<file path="src/rtl/regfile_wb_arbiter.sv">
// Write-back arbiter for the single register-file write port: loads win the port,
// losing ALU writes are queued in order, and a load scoreboard drives the decode stall.
module regfile_wb_arbiter #(
    parameter int ADDRESS_WIDTH = 5,
    parameter int DATA_WIDTH    = 32,
    parameter int BUF_DEPTH     = 2
) (
    input  logic                     clk,
    input  logic                     rst_n,
    input  logic                     alu_valid,
    input  logic [ADDRESS_WIDTH-1:0] alu_rd,
    input  logic [DATA_WIDTH-1:0]    alu_data,
    output logic                     alu_ready,
    input  logic                     ld_valid,
    input  logic [ADDRESS_WIDTH-1:0] ld_rd,
    input  logic [DATA_WIDTH-1:0]    ld_data,
    input  logic                     ld_issue,
    input  logic [ADDRESS_WIDTH-1:0] ld_issue_rd,
    input  logic [ADDRESS_WIDTH-1:0] rs1,
    input  logic [ADDRESS_WIDTH-1:0] rs2,
    output logic                     stall,
    output logic                     wr_en,
    output logic [ADDRESS_WIDTH-1:0] wr_addr,
    output logic [DATA_WIDTH-1:0]    wr_data,
    output logic [1:0]               pending_cnt
);
    localparam int         NREG = 2 ** ADDRESS_WIDTH;
    localparam logic [1:0] FULL = BUF_DEPTH[1:0];

    logic [NREG-1:0]          r_busy;
    logic [ADDRESS_WIDTH-1:0] r_buf_rd   [2];
    logic [DATA_WIDTH-1:0]    r_buf_data [2];
    logic [1:0]               r_cnt;
    logic                     r_wr_en;
    logic [ADDRESS_WIDTH-1:0] r_wr_addr;
    logic [DATA_WIDTH-1:0]    r_wr_data;

    logic                     w_alu_acc;
    logic                     w_pop;
    logic                     w_direct;
    logic                     w_push;
    logic [1:0]               w_tail;
    logic                     w_grant_en;
    logic [ADDRESS_WIDTH-1:0] w_grant_addr;
    logic [DATA_WIDTH-1:0]    w_grant_data;
    logic [ADDRESS_WIDTH-1:0] w_nxt_rd   [2];
    logic [DATA_WIDTH-1:0]    w_nxt_data [2];
    logic [1:0]               w_nxt_cnt;
    logic [NREG-1:0]          w_nxt_busy;

    // Ready looks only at current occupancy, so a full buffer refuses even while popping.
    assign alu_ready = (r_cnt != FULL);
    assign w_alu_acc = alu_valid && alu_ready;
    assign w_pop     = !ld_valid && (r_cnt != 2'd0);
    assign w_direct  = !ld_valid && (r_cnt == 2'd0) && w_alu_acc;
    assign w_push    = w_alu_acc && !w_direct && (alu_rd != '0);
    assign w_tail    = r_cnt - {1'b0, w_pop};

    always_comb begin
        w_grant_en   = 1'b0;
        w_grant_addr = '0;
        w_grant_data = '0;
        if (ld_valid) begin
            w_grant_en   = (ld_rd != '0);
            w_grant_addr = ld_rd;
            w_grant_data = ld_data;
        end else if (w_pop) begin
            w_grant_en   = 1'b1;
            w_grant_addr = r_buf_rd[0];
            w_grant_data = r_buf_data[0];
        end else if (w_direct) begin
            w_grant_en   = (alu_rd != '0);
            w_grant_addr = alu_rd;
            w_grant_data = alu_data;
        end
    end

    always_comb begin
        w_nxt_rd[0]   = r_buf_rd[0];
        w_nxt_rd[1]   = r_buf_rd[1];
        w_nxt_data[0] = r_buf_data[0];
        w_nxt_data[1] = r_buf_data[1];
        if (w_pop) begin
            w_nxt_rd[0]   = r_buf_rd[1];
            w_nxt_data[0] = r_buf_data[1];
        end
        if (w_push) begin
            w_nxt_rd[w_tail[0]]   = alu_rd;
            w_nxt_data[w_tail[0]] = alu_data;
        end
        w_nxt_cnt = r_cnt + {1'b0, w_push} - {1'b0, w_pop};
    end

    // Clear before set so a reissue to the returning register stays outstanding.
    always_comb begin
        w_nxt_busy = r_busy;
        if (ld_valid) begin
            w_nxt_busy[ld_rd] = 1'b0;
        end
        if (ld_issue && (ld_issue_rd != '0)) begin
            w_nxt_busy[ld_issue_rd] = 1'b1;
        end
    end

    always_ff @(posedge clk or negedge rst_n) begin
        if (!rst_n) begin
            r_busy        <= '0;
            r_cnt         <= '0;
            r_buf_rd[0]   <= '0;
            r_buf_rd[1]   <= '0;
            r_buf_data[0] <= '0;
            r_buf_data[1] <= '0;
            r_wr_en       <= 1'b0;
            r_wr_addr     <= '0;
            r_wr_data     <= '0;
        end else begin
            r_busy        <= w_nxt_busy;
            r_cnt         <= w_nxt_cnt;
            r_buf_rd[0]   <= w_nxt_rd[0];
            r_buf_rd[1]   <= w_nxt_rd[1];
            r_buf_data[0] <= w_nxt_data[0];
            r_buf_data[1] <= w_nxt_data[1];
            r_wr_en       <= w_grant_en;
            if (w_grant_en) begin
                r_wr_addr <= w_grant_addr;
                r_wr_data <= w_grant_data;
            end
        end
    end

    function automatic logic hazard(input logic [ADDRESS_WIDTH-1:0] s);
        logic h;
        h = r_busy[s]
            || ((r_cnt != 2'd0) && (r_buf_rd[0] == s))
            || ((r_cnt == 2'd2) && (r_buf_rd[1] == s))
            || (r_wr_en && (r_wr_addr == s));
        return (s != '0) && h;
    endfunction

    assign stall       = hazard(rs1) || hazard(rs2);
    assign wr_en       = r_wr_en;
    assign wr_addr     = r_wr_addr;
    assign wr_data     = r_wr_data;
    assign pending_cnt = r_cnt;

endmodule

</file>
<file path="config.mk">
export PLATFORM = sky130hd
export DESIGN_NAME = regfile_wb_arbiter
export DESIGN_NICKNAME = d
export VERILOG_FILES = /design/src/rtl/regfile_wb_arbiter.sv
export SDC_FILE = /design/constraint.sdc
export NUM_CORES = 1
export LEC_CHECK = 0
export BUFFER_PORTS_ARGS = -buffer_cell sky130_fd_sc_hd__buf_2
export CELL_PAD_IN_SITES_DETAIL_PLACEMENT = 1
export CELL_PAD_IN_SITES_GLOBAL_PLACEMENT = 2
export CORE_MARGIN = 3
export CORE_UTILIZATION = 38
export DETAILED_ROUTE_END_ITERATION = 8
export PLACE_DENSITY_LB_ADDON = 0.12
export SLEW_MARGIN = 20
export SYNTH_ARGS = -nofsm -noshare
export SYNTH_HDL_FRONTEND = slang
export SYNTH_SLANG_ARGS = --single-unit
export TNS_END_PERCENT = 100
</file>
<file path="constraint.sdc">
create_clock -name clk -period 5.57 [get_ports clk]
set_clock_uncertainty 0.05 [all_clocks]
set_input_delay 0 -clock clk [delete_from_list [all_inputs] [get_ports clk]]
set_output_delay 0 -clock clk [all_outputs]
set_load 0.005 [all_outputs]
</file>
After elaboration in Yosys (flattened, before gate mapping):

Index checks and enable logic that the tools add are counted.

* add/sub/neg operators: 3
* magnitude comparators: 8
* eq/ne operators: 8
* multiplexer cells: 29
* bitwise operators: 4
* reduce and logical (&&, ||, !) cells: 34

Operator list (count)
* $mux W32: 7
* $bwmux W64: 1
* $mux W64: 1
* $and A32 B32 Y32: 1
* $demux W32 S1: 1
* $not A32 Y32: 1
* $or A32 B32 Y32: 1
* $eq A5 B5 Y1: 6
* $mux W5: 5
* $reduce_bool A5 Y1: 5
* $lt A5 B6 Y1 const B: 4
* $logic_and A1 B1 Y1: 18
* $bmux W1 S5: 2
* $bwmux W10: 1
* $demux W1 S5: 2
* $ge A5 B1 Y1 const B: 2
* $mux W10: 1
* $logic_or A1 B1 Y1: 7
* $mux W1: 7
* $demux W5 S1: 1
* $add A2 B1 Y2: 1
* $eq A2 B2 Y1 const B: 1
* $ge A2 B2 Y1 const B: 1
* $logic_not A1 Y1: 2
* other kinds (7): 7

* bits in registers: 146
* input bits: 94
* output and inout port bits: 42

Longest topological paths before layout:

Gate-level depths: netlist of the first run.

* depth in word-level cells: 10
* gate-level depth with buffers: 9

Least setup slack after synthesis of the first run:

No wires, ideal clock.

* kind: register to register
* from: register r_cnt[0], in the netlist pending_cnt[0]
* to: register r_cnt[1], in the netlist pending_cnt[1]
* library setup time: 80 ps
* data arrival time: 1832 ps
* data required time: 5440 ps
* setup slack: 3608 ps
* cell stages (with the launch flop): 9
* path buffers: 1
* cells stage by stage: dfrtp_1 > nor2_1 > nor2_1 > clkbuf_1 > ha_1 > inv_1 > ha_1 > xnor2_1 > xnor2_1

* longest elaborated chain between the ends: 8
* elaborated cells between the ends (all ways): 12
* classes of those cells: add/sub (2); eq/ne (1); reduce/logical (9)

RTL lines
* start, declared: line 33 `logic [1:0] r_cnt;`
* start signal, assigned: line 118 `r_cnt <= w_nxt_cnt;`
* $ne A2 B2 Y1 or $logic_not A2 Y1 (tied branches): line 52, 55
* $logic_and A1 B1 Y1 (on tied branches): line 53, 55
* $logic_and A1 B1 Y1: line 55 `assign w_direct = !ld_valid && (r_cnt == 2'd0) && w_alu_acc;`
* $logic_not A1 Y1: line 56 `assign w_push = w_alu_acc && !w_direct && (alu_rd != '0);`
* $logic_and A1 B1 Y1 (2 in a row): line 56
* $add A2 B1 Y2: line 91 `w_nxt_cnt = r_cnt + {1'b0, w_push} - {1'b0, w_pop};`
* $sub A2 B1 Y2 (*): line 91
* net w_nxt_cnt[1]: line 48 `logic [1:0] w_nxt_cnt;`

The timed path passes the listed nets; every way through them passes the cells marked *.
A chain may end at the register's enable or synchronous reset.

Worst setup path after layout of the first run:

* from: register r_cnt[0], in the netlist pending_cnt[0]
* to: register r_wr_data[17], in the netlist wr_data[17]

* longest elaborated chain between the ends: 6
* elaborated cells between the ends (all ways): 13
* classes of those cells: eq/ne (1); mux (6); reduce/logical (6)

RTL lines
* $ne A2 B2 Y1 or $logic_not A2 Y1 (tied branches): line 52, 55
* $logic_and A1 B1 Y1 (on tied branches): line 53, 55
* $logic_and A1 B1 Y1: line 55
* $mux W32 or $mux W1 (tied branches): line 71 `end else if (w_direct) begin`
* $mux W32 or $mux W1 (tied branches): line 67 `end else if (w_pop) begin`
* $mux W32 or $mux W1 (tied branches): line 63 `if (ld_valid) begin`
* end signal, assigned: line 126 `r_wr_data <= w_grant_data;`
* end, declared: line 36 `logic [DATA_WIDTH-1:0] r_wr_data;`

Several ways; a longest one is shown, not always the timed one.

==> metrics.md, run 1 <==
| Metric | Value |
|---|---|
| Status | finished, final reports clean |
| EDFF count, synth | 0 |
| Slew @ Worst Pin | 933 ps |
| Area leader, netlist | dfrtp_1 |
| Seq/Total Area, Yosys | 0.484 |
| Yosys warnings | 0 |
| Routed WL per cell | 19.6 um |
| Antenna viol nets, final | 0 |
| Total of max-cap violations | 0 |
| H-tree depth | 4 |
| Die W | 147 um |
| Synth top area share | 0.484 |
| DR vias | around 6,600 |
| Clk slew on worst S/H paths | 60 ps |
| Max Clock Freq | about 0.36 GHz |
| Most common cell in the netlist | dfrtp_1 |
| Worst min path class | primary input to register |
| Tot GR Track Use | 0.225 |
| Max Slew Vio Count | 0 |
| DR iter-0 viols | 259 |
| Tcrit/Tclk final | 0.496 |
| P_sw | 1.58 mW |
| Final Net Count | 1,044 |
| Port-buffer cells | 135 |
| Share of layout cells above drive strength 1 | 0.195 |
| WHS | 81.2 ps |
| Vias in the first global route | 7,260 |
| Max Root-Sink Buffers | 2 |
| Initial core utilization | 0.395 |
| VDD IR max | 0.249 mV |
| Synth Cell Area | 0.00756 mm2 |
| Num ports | 136 |
| DIE HEIGHT | 147 um |
| Flip-flop and latch count after synthesis | 146 |
| Switching part of the total power | 0.357 |
| Clock sink count | ~150 |
| First-pass GRT wire length | 39,200 um |
| Final Cell Area | 0.00974 mm2 |
| Worst-Skew Late Latency | slightly above 400 ps |
| Leak Pwr | 4.21 nW |
| Crit Path Class | register to register |
| Core Area | 0.0191 mm2 |
| Area contributors post-synth | dfrtp_1, a21oi_1, mux2_1 |
| Worst path required time | 5870 ps |
| Max Fanout on Critical Path | 38 |
| Ant. Diodes | 0 |
| Clock Power Share | 0.241 |
| Startpoint types | register |
| RSZ-0062 raised after global routing | false |
| Synth cell count leaders | dfrtp_1, a21oi_1, nand2_1 |
| Pwr Density | 455 mW/mm2 |
| TritonCTS clock tree | built |
| DRC Markers | 0 |
| Slew headroom | 0.378 |
| Grt total ovfl | 0 |
| Worst EP arrival | 3060 ps |
| Fin util | 0.509 |
| Endpoint class of the critical path | register |
| Cell variety after synth | between 40 and 50 |
| Reg power frac | 0.415 |
| Finish-stage setup viols | 0 |
| Asr flop ratio synth | 1.00 |
| Most used DFF post-synth | dfrtp_1 |
| Avg Inst Size Synth | 9.86 um2 |
| Post-DP HPWL | 15,400 um |
| Worst R2R Path Depth | 7 |
| Vias per cell | approximately 5.4 |
| Die ar. | 0.0216 mm2 |
| Row count | 50 |
| Post-synthesis instance total | 766 |
| Placed cell area | around 0.0084 mm2 |
| Antenna violations before repair | 0 |
| Post-cts sizing count | 0 |
| Final GP Congestion | 0.808 |
| Pwr Total | 4.43 mW |
| Total negative setup slack | 0 ps |
| 1st-pass router iterations | 4 |
| Syn-to-layout area delta | 28.9% |
| Final Hold Vio Count | 0 |
| CTS Root Cell | clkbuf_16 |
| Min cycle time layout | 2760 ps |
| Logic gate share of total power | 0.344 |
| CTS buffer count | 17 |
| Mapped Nets | between 800 and 900 |
| WHS Path Cells | 3 |
| Maximum number of pins on one net before global-route repair | 87 |
| WL final | 23,900 um |
| Cell Int Power | 2.85 mW |
[cell families (layout without fill, tap and decap cells)]
kind of cell / after synthesis / in the layout / synth area share
flops: 146 / 146 / 0.484
simple gates: 209 / 209 / 0.128
buf+inv: 64 / 257 / 0.0376
fa+ha+maj: 2 / 2 / 0.00331
compound gates: 219 / 219 / 0.152
mux: 94 / 94 / 0.159
xor+xnor: 32 / 32 / 0.0371
[power groups by stage]
stage	combinational, mW	sequential (mW)	clock [mW]
finish	1.52	1.84	1.07
global route	1.71	1.90	1.15
CTS	1.52	1.83	1.09
detailed placement	1.47	1.85	0
global placement	1.40	1.81	0
floorplan	1.02	1.75	0
[per-stage QoR]
step | instances | setup WS, ps
after CTS | 1218 | 2540
after global placement | 1108 | 2820
after floorplan | 766 | 3610
after global routing | 1219 | 2620
after detailed placement | 1108 | 2700
final | 1219 | 2810
[worst paths after layout]
kind,startpoint,end,slack [ps]
max reg2reg,pending_cnt[0]$_DFF_PN0_,wr_data[17]$_DFFE_PN0P_,2810
max in group asynchronous,rst_n,r_buf_data[62]$_DFF_PN0_,3950
min reg2reg,wr_data[27]$_DFFE_PN0P_,wr_data[27]$_DFFE_PN0P_,430
max,pending_cnt[0]$_DFF_PN0_,wr_data[17]$_DFFE_PN0P_,2810
min,ld_valid,wr_addr[1]$_DFFE_PN0P_,80
min in group asynchronous,rst_n,wr_data[29]$_DFFE_PN0P_,170
[area by class of cell]
class	instances	area, um2
clock buffers	20	457
flip-flops and latches	146	3650
clock inverters	10	87.6
well taps	260	325
inverters	6	22.5
multi-input cells	556	3650
fillers	2191	9400
repair buffers	221	1540
[layer usage]
metal / vias to the layer above / part of all wire / GRT usage
met1: 3348 / 0.45 / 0.287
met3: 30 / 0.030 / 0.0333
met4: 0 / 0.017 / 0.0680
li1: 3103 / - / -
met2: 141 / 0.51 / 0.395
met5: - / 0 / 0
[layout by cell type (no fill, tap or decap), types with 6 or more instances in the layout]
cell type and count:
clkbuf_16 17, mux4_2 9, nor2_1 43, mux4_1 6
dlygate4sd3_1 80, o21ai_1 39, mux2i_1 41, nand3b_1 12
mux2_1 38, a21oi_1 107, xor2_1 12, nand3_1 43
nand2_1 79, buf_2 134, dfrtp_1 146, o21ai_0 57
nor3_1 7, xnor2_1 20
[critical path, stage by stage, from the launching register on]
cell	delay (ps)
dfrtp_1	490
or2_2	680
nor2_1	260
nand2_1	130
o21ai_4	350
buf_4	490
nand2_1	130
o21ai_1	90
[repair_timing]
action | CTS | global route
endpoints found under the hold margin | 224 | 0
setup buffers | 0 | 0
hold buffers | 80 | 0
Power figures use the tool's default switching activity.
==> inputs of run 2 (changes only) <==
--- a/config.mk
+++ b/config.mk
@@ -9,7 +9,7 @@
 export CELL_PAD_IN_SITES_DETAIL_PLACEMENT = 1
 export CELL_PAD_IN_SITES_GLOBAL_PLACEMENT = 2
 export CORE_MARGIN = 3
-export CORE_UTILIZATION = 38
+export CORE_UTILIZATION = 35
 export DETAILED_ROUTE_END_ITERATION = 8
 export PLACE_DENSITY_LB_ADDON = 0.12
 export SLEW_MARGIN = 20
==> constraint.sdc (replaced) <==
create_clock -name clk -period 2.8 [get_ports clk]
set_clock_uncertainty 0.05 [all_clocks]
set_input_delay 0 -clock clk [delete_from_list [all_inputs] [get_ports clk]]
set_output_delay 0 -clock clk [all_outputs]
set_load 0.005 [all_outputs]
==> metrics.md, run 2 (synthesis gave the netlist of run 1 again) <==
| Metric | Value |
|---|---|
| Antenna viol nets, final | 0 (unchanged) |
| Max Slew Vio Count | 0 (unchanged) |
| Slew @ Worst Pin | 728 ps (-205 ps) |
| Endpoint class of the critical path | primary output |
| Worst R2R Start | pending_cnt[0]$_DFF_PN0_ |
| Worst EP arrival | 2380 ps (-680 ps) |
| VDD IR max | 0.536 mV (+120%) |
| Clk slew on worst S/H paths | 70 ps (about the same) |
| Min cycle time layout | around 2400 ps |
| RSZ-0062 raised after global routing | false |
| Crit Path Class | register to primary output |
| Finish-stage setup viols | 0 (unchanged) |
| DIE HEIGHT | 153 um (+4.0%) |
| Clock sink count | 146 (unchanged) |
| WL final | 24,700 um (+3.4%) |
| Worst path required time | 2750 ps (-3120 ps) |
| M1 GR Usage | 0.270 (-0.0170) |
| Die W | 153 um (+4.0%) |
| DR vias | 6,677 (+0.83%) |
| Max Root-Sink Buffers | 2 (unchanged) |
| Port-buffer cells | 135 (unchanged) |
| Met2 Use GR | 0.375 (-0.0208) |
| Hold_buf cts | 83 (+3.8%) |
| Post-cts sizing count | 0 (unchanged) |
| Antenna violations before repair | 0 (unchanged) |
| Max Clock Freq | 0.411 GHz |
| First-pass GRT wire length | 40,000 um (+2.0%) |
| Commonest non-fill, non-tap cells in the layout | dfrtp_1, buf_2, a21oi_1 |
| Worst Setup SP | r_busy[13]$_DFF_PN0_ |
| Die ar. | 0.0234 mm2 (+8.2%) |
| 1st-pass router iterations | 5 (+1) |
| Pwr Density | 911 mW/mm2 (+100%) |
| Setup Buffers After CTS | 0 (unchanged) |
| CTS Root Cell | clkbuf_16 |
| Critical R2R Capture | wr_data[5]$_DFFE_PN0P_ |
| Fin util | 0.471 (-0.0377) |
| Status | finished, final reports clean |
| Placed cell area | 0.00851 mm2 (+1.7%) |
| Core Area | 0.0211 mm2 (+10%) |
| Post-DP HPWL | 16,500 um (+6.7%) |
| DR iter-0 viols | 218 (-16%) |
| Worst-Skew Late Latency | 420 ps (about the same) |
| Routed WL per cell | 19.8 um (+0.86%) |
| Final GP Congestion | 0.839 (+3.9%) |
| Share of layout cells above drive strength 1 | 0.203 (+0.00808) |
| Ant. Diodes | 0 (unchanged) |
| Startpoint types | register |
| DRC Markers | 0 (unchanged) |
| Worst R2R Path Depth | 7 (unchanged) |
| Global-route track usage on met3 | 0.0365 (+0.00321) |
| Worst min path class | primary input to asynchronous set/reset pin |
| Final Hold Vio Count | 0 (unchanged) |
| Worst R2R Setup Slack | 560 ps (-2250 ps) |
| Commonest non-fill, non-tap cell in the layout | dfrtp_1 |
| Busiest grt layer | met2 |
| Tcrit/Tclk final | 0.869 |
| Final Net Count | 1,058 (+1.3%) |
| TritonCTS clock tree | built |
| Total negative setup slack | 0 ps (unchanged) |
| Num ports | 136 (unchanged) |
| H-tree depth | 4 (unchanged) |
| Tot GR Track Use | 0.214 (-0.0109) |
| Initial core utilization | 0.358 (-0.0364) |
| Vias in the first global route | 7,417 (+2.2%) |
| Grt total ovfl | 0 (unchanged) |
| Leak Pwr | 4.29 nW (+1.9%) |
| Maximum number of pins on one net before global-route repair | 69 (-21%) |
| Final Cell Area | 0.00993 mm2 (+2.0%) |
| Total of max-cap violations | 0 (unchanged) |
| Max Fanout on Critical Path | 3 (-92%) |
| Slew headroom | 0.514 (+0.136) |
| Row count | 53 (+6.0%) |
| Vias per cell | 5.34 (-1.7%) |
| Syn-to-layout area delta | 31.5% |
| CTS buffer count | 17 (unchanged) |
==> run 2: where the power goes <==
part / internal (mW) / total, mW / switching, mW
clock network: 1.37 / 2.30 / 0.935
registers: 3.00 / 3.64 / 0.643
logic: 1.47 / 3.11 / 1.64
==> run 2: cell type report <==
type,instances,area [um2]
multi-input cells,556,3650
inverters,6,22.5
flip-flops and latches,146,3650
well taps,275,344
fillers,2408,11200
clock buffers,21,460
repair buffers,235,1680
clock inverters,11,129
==> run 2: critical path: stages (launching register included) <==
cell and delay, ps:
dfrtp_1 420, mux4_1 510, mux4_2 450, nand3b_1 170, a32o_1 280, buf_2 130
==> run 2: worst max path at each step <==
stage                                           to  slack [ps]
after global placement                    register         780
after CTS                                    stall         340
final                                        stall         370
after detailed placement  r_buf_data[40]$_DFF_PN0_         700
after floorplan           pending_cnt[1]$_DFF_PN0_         840
after global routing                         stall         260
==> run 2: per-stage QoR <==
stage                     hold slack, ps  setup WS (ps)  power, mW  std cells
after floorplan                     -346            838       5.51        766
after global placement             -9.58            776       6.50       1135
after detailed placement           -7.62            696       6.70       1135
after CTS                           94.1            344       9.14       1250
after global routing                 147            263       9.71       1250
final                               82.6            367       9.05       1250
==> run 2: layer usage <==
layer	vias up	routed length, um
met5	-	0
met4	0	292
met3	18	1070
met2	159	12400
met1	3378	11000
li1	3122	-
==> inputs of run 3 (changes only) <==
--- a/config.mk
+++ b/config.mk
@@ -5,11 +5,12 @@
 export SDC_FILE = /design/constraint.sdc
 export NUM_CORES = 1
 export LEC_CHECK = 0
+export ABC_AREA = 1
 export BUFFER_PORTS_ARGS = -buffer_cell sky130_fd_sc_hd__buf_2
 export CELL_PAD_IN_SITES_DETAIL_PLACEMENT = 1
 export CELL_PAD_IN_SITES_GLOBAL_PLACEMENT = 2
 export CORE_MARGIN = 3
-export CORE_UTILIZATION = 35
+export CORE_UTILIZATION = 33
 export DETAILED_ROUTE_END_ITERATION = 8
 export PLACE_DENSITY_LB_ADDON = 0.12
 export SLEW_MARGIN = 20
==> metrics.md, run 3 <==
| Metric | Value |
|---|---|
| Initial core utilization | 0.339 (-0.0192) |
| Flip-flop and latch count after synthesis | 146 (unchanged) |
| Setup Buffers After CTS | 0 (unchanged) |
| Crit-path leading delay family | simple AND/OR/NAND/NOR gates |
| Tot GR Track Use | 0.208 (-0.00631) |
| Leak Pwr | 5.00 nW (+17%) |
| H-tree depth | 4 (unchanged) |
| Synth Cell Area | 0.00775 mm2 (+2.6%) |
| DR vias | 7,424 (+11%) |
| Total of max-cap violations | 0 (unchanged) |
| TritonCTS clock tree | built |
| Maximum number of pins on one net before global-route repair | 75 (+8.7%) |
| Mapped Nets | 1,065 (+24%) |
| First-pass GRT wire length | 42,400 um (+5.9%) |
| Most common cell in the netlist | nand2_1 |
| Pwr Density | 867 mW/mm2 (-4.9%) |
| Max Clock Freq | 0.456 GHz (+11%) |
| Final Net Count | 1,259 (+19%) |
| Crit-path slowest cell | nor2_2 |
| Min cycle time layout | 2190 ps (-239 ps) |
| EDFF count, synth | 0 (unchanged) |
| VDD IR max | 0.438 mV (-18%) |
| Die ar. | 0.0254 mm2 (+8.4%) |
| Antenna viol nets, final | 0 (unchanged) |
| Post-synthesis instance total | 969 (+27%) |
| Seq/Total Area, Yosys | 0.472 (-0.0120) |
| Synth top area share | 0.472 (-0.0120) |
| Clock sink count | 146 (unchanged) |
| Worst min path class | primary input to asynchronous set/reset pin |
| Commonest non-fill, non-tap cells in the layout | nand2_1, dfrtp_1, inv_1 |
| Total negative setup slack | 0 ps (unchanged) |
| WL final | 25,900 um (+4.7%) |
| Placed insts | 1,377 (+21%) |
| Slew headroom | 0.346 (-0.168) |
| Worst R2R Setup Slack | 610 ps (+50 ps) |
| Worst EP arrival | 2440 ps (+60 ps) |
| Largest stage delay on the critical path | 740 ps (+230 ps) |
| Worst-Skew Late Latency | 430 ps (about the same) |
| Worst setup margin | 606 ps (+239 ps) |
| Die W | 159 um (+4.1%) |
| Grt total ovfl | 0 (unchanged) |
| Num ports | 136 (unchanged) |
| Syn-to-layout area delta | 30.7% |
| Final GP Congestion | 0.807 (-3.7%) |
| Filler cells | 2,814 (+17%) |
| Commonest non-fill, non-tap cell in the layout | nand2_1 |
| Cell Count, Final, Fillers Out | 1,488 (+19%) |
| 1st-pass router iterations | 4 (-1) |
| Port-buffer cells | 135 (unchanged) |
| Yosys warnings | 0 (unchanged) |
| Hold_buf cts | 80 (-3.6%) |
| Crit Path Class | register to register |
| Busiest grt layer | met2 |
| Avg Inst Size Synth | 8.00 um2 (-19%) |
| Status | finished, final reports clean |
| Register area | 0.00365 mm2 (unchanged) |
| Post-cts sizing count | 0 (unchanged) |
| Core Area | 0.0228 mm2 (+8.3%) |
| Met2 Use GR | 0.347 (-0.0281) |
| Max Fanout on Critical Path | 27 (+24) |
| DIE HEIGHT | 159 um (+4.1%) |
| Asr flop ratio synth | 1.00 (unchanged) |
| Slew @ Worst Pin | 979 ps (+251 ps) |
| Area contributors post-synth | dfrtp_1, nand2_1, o21ai_0 |
| Startpoint types | register |
| CTS Root Cell | clkbuf_16 |
| CTS buffer count | 17 (unchanged) |
| Routed WL per cell | 17.4 um (-12%) |
| Cell variety after synth | 30 (-29%) |
| Max Root-Sink Buffers | 2 (unchanged) |
| Worst R2R Start | pending_cnt[1]$_DFF_PN0_ |
| Antenna violations before repair | 0 (unchanged) |
| Row count | 55 (+3.8%) |
| DR iter-0 viols | 348 (+60%) |
| M1 GR Usage | 0.282 (+0.0118) |
| Finish-stage setup viols | 0 (unchanged) |
| Synth cell count leaders | nand2_1, dfrtp_1, inv_1 |
| CP cell instances | nor2_1 -> nor2_2 -> inv_2 -> buf_4 -> o211ai_1 -> o21ai_0 |
| Share of layout cells above drive strength 1 | 0.189 (-0.0141) |
| RSZ-0062 raised after global routing | false |
| Tcrit/Tclk final | 0.783 (-0.0854) |
| Worst R2R Path Depth | 6 (-1) |
| Post-DP HPWL | 17,400 um (+5.7%) |
| Worst path required time | 3040 ps (+290 ps) |
| Final Hold Vio Count | 0 (unchanged) |
| Vias in the first global route | 7,794 (+5.1%) |
| CP bufs+invs | 2 (+1) |
| Max Slew Vio Count | 0 (unchanged) |
| Place WS | 616 ps (-79.5 ps) |
| Area leader, netlist | dfrtp_1 |
| Most used DFF post-synth | dfrtp_1 |
| Critical R2R Capture | r_buf_data[63]$_DFF_PN0_ |
| Endpoint class of the critical path | register |
| Ant. Diodes | 0 (unchanged) |
| Global-route track usage on met3 | 0.0356 (-0.000883) |
| Area of the multi-input gates | 0.00335 mm2 (-8.1%) |
| Clk slew on worst S/H paths | 70 ps (about the same) |
| Vias per cell | 4.99 (-6.6%) |
| DRC Markers | 0 (unchanged) |
-- run 3: cell count changes after synthesis, moves of 29 or more --
cell	delta
a21oi_1	-102
inv_1	+131
mux2_1	-38
mux2_2	+29
mux2i_1	-41
nand2_1	+139
nand3_1	+35
o211ai_1	+34
o21ai_0	+72
o221ai_1	+32
-- run 3: final cells by class --
| class | instances | area share |
|---|---|---|
| Clock inverter | 14 | 0.0151 |
| Multi-Input combinational cell | 630 | 0.331 |
| Timing Repair Buffer | 228 | 0.161 |
| Sequential cell | 146 | 0.361 |
| Clock buffer | 17 | 0.0420 |
| Inverter | 140 | 0.0519 |
| Tap cell | 313 | 0.0387 |
-- run 3: worst max path at each step --
stage / cells past startpoint / start / slack (ps) / end
after CTS: 6 / pending_cnt[1]$_DFF_PN0_ / 590 / r_buf_data[63]$_DFF_PN0_
after detailed placement: 6 / pending_cnt[1]$_DFF_PN0_ / 620 / wr_data[29]$_DFFE_PN0P_
after floorplan: 6 / pending_cnt[1]$_DFF_PN0_ / 1140 / pending_cnt[0]$_DFF_PN0_
after global placement: 7 / ld_valid / 650 / wr_data[7]$_DFFE_PN0P_
final: 6 / pending_cnt[1]$_DFF_PN0_ / 610 / r_buf_data[63]$_DFF_PN0_
after global routing: 6 / pending_cnt[1]$_DFF_PN0_ / 360 / wr_data[26]$_DFFE_PN0P_
-- run 3: through the flow --
step	cell area, um2	power, mW	hold slack (ps)	utilization
finish	10100	8.78	37.3	0.443
global route	10100	9.51	34.0	0.443
CTS	10100	8.90	6.92	0.443
detailed placement	8750	6.46	-64.5	0.383
global placement	8750	6.38	-63.2	0.383
floorplan	7750	5.38	-346	-
-- run 3: routing by layer --
metal | part of all wire | vias to the layer above
met1 | 0.47 | 3655
met4 | 0.012 | 0
met3 | 0.036 | 22
met5 | 0 | -
met2 | 0.48 | 144
li1 | - | 3603
-- run 3: cell families (layout without fill, tap and decap cells) --
logic type,Yosys count,after routing,synth area share
buffers and inverters,193,399,0.0982
AOI/OAI and AO/OA,232,232,0.179
DFF,146,146,0.471
muxes,32,32,0.0480
and+or+nand+nor,355,355,0.190
adders and majority gates,2,2,0.00323
xor gates and xnor gates,9,9,0.0102
-- run 3: worst reg2reg max path, cell delays in order (launching register included) --
cell      delay (ps)
dfrtp_1          430
nor2_1           100
nor2_2           740
inv_2            130
buf_4            280
o211ai_1         210
o21ai_0          120
-- run 3: report_power, final --
part / switching, mW / internal [mW] / leakage (nW)
sequential: 0.492 / 2.95 / 1.79
clock: 0.964 / 1.32 / 0.285
combinational: 1.75 / 1.29 / 2.92
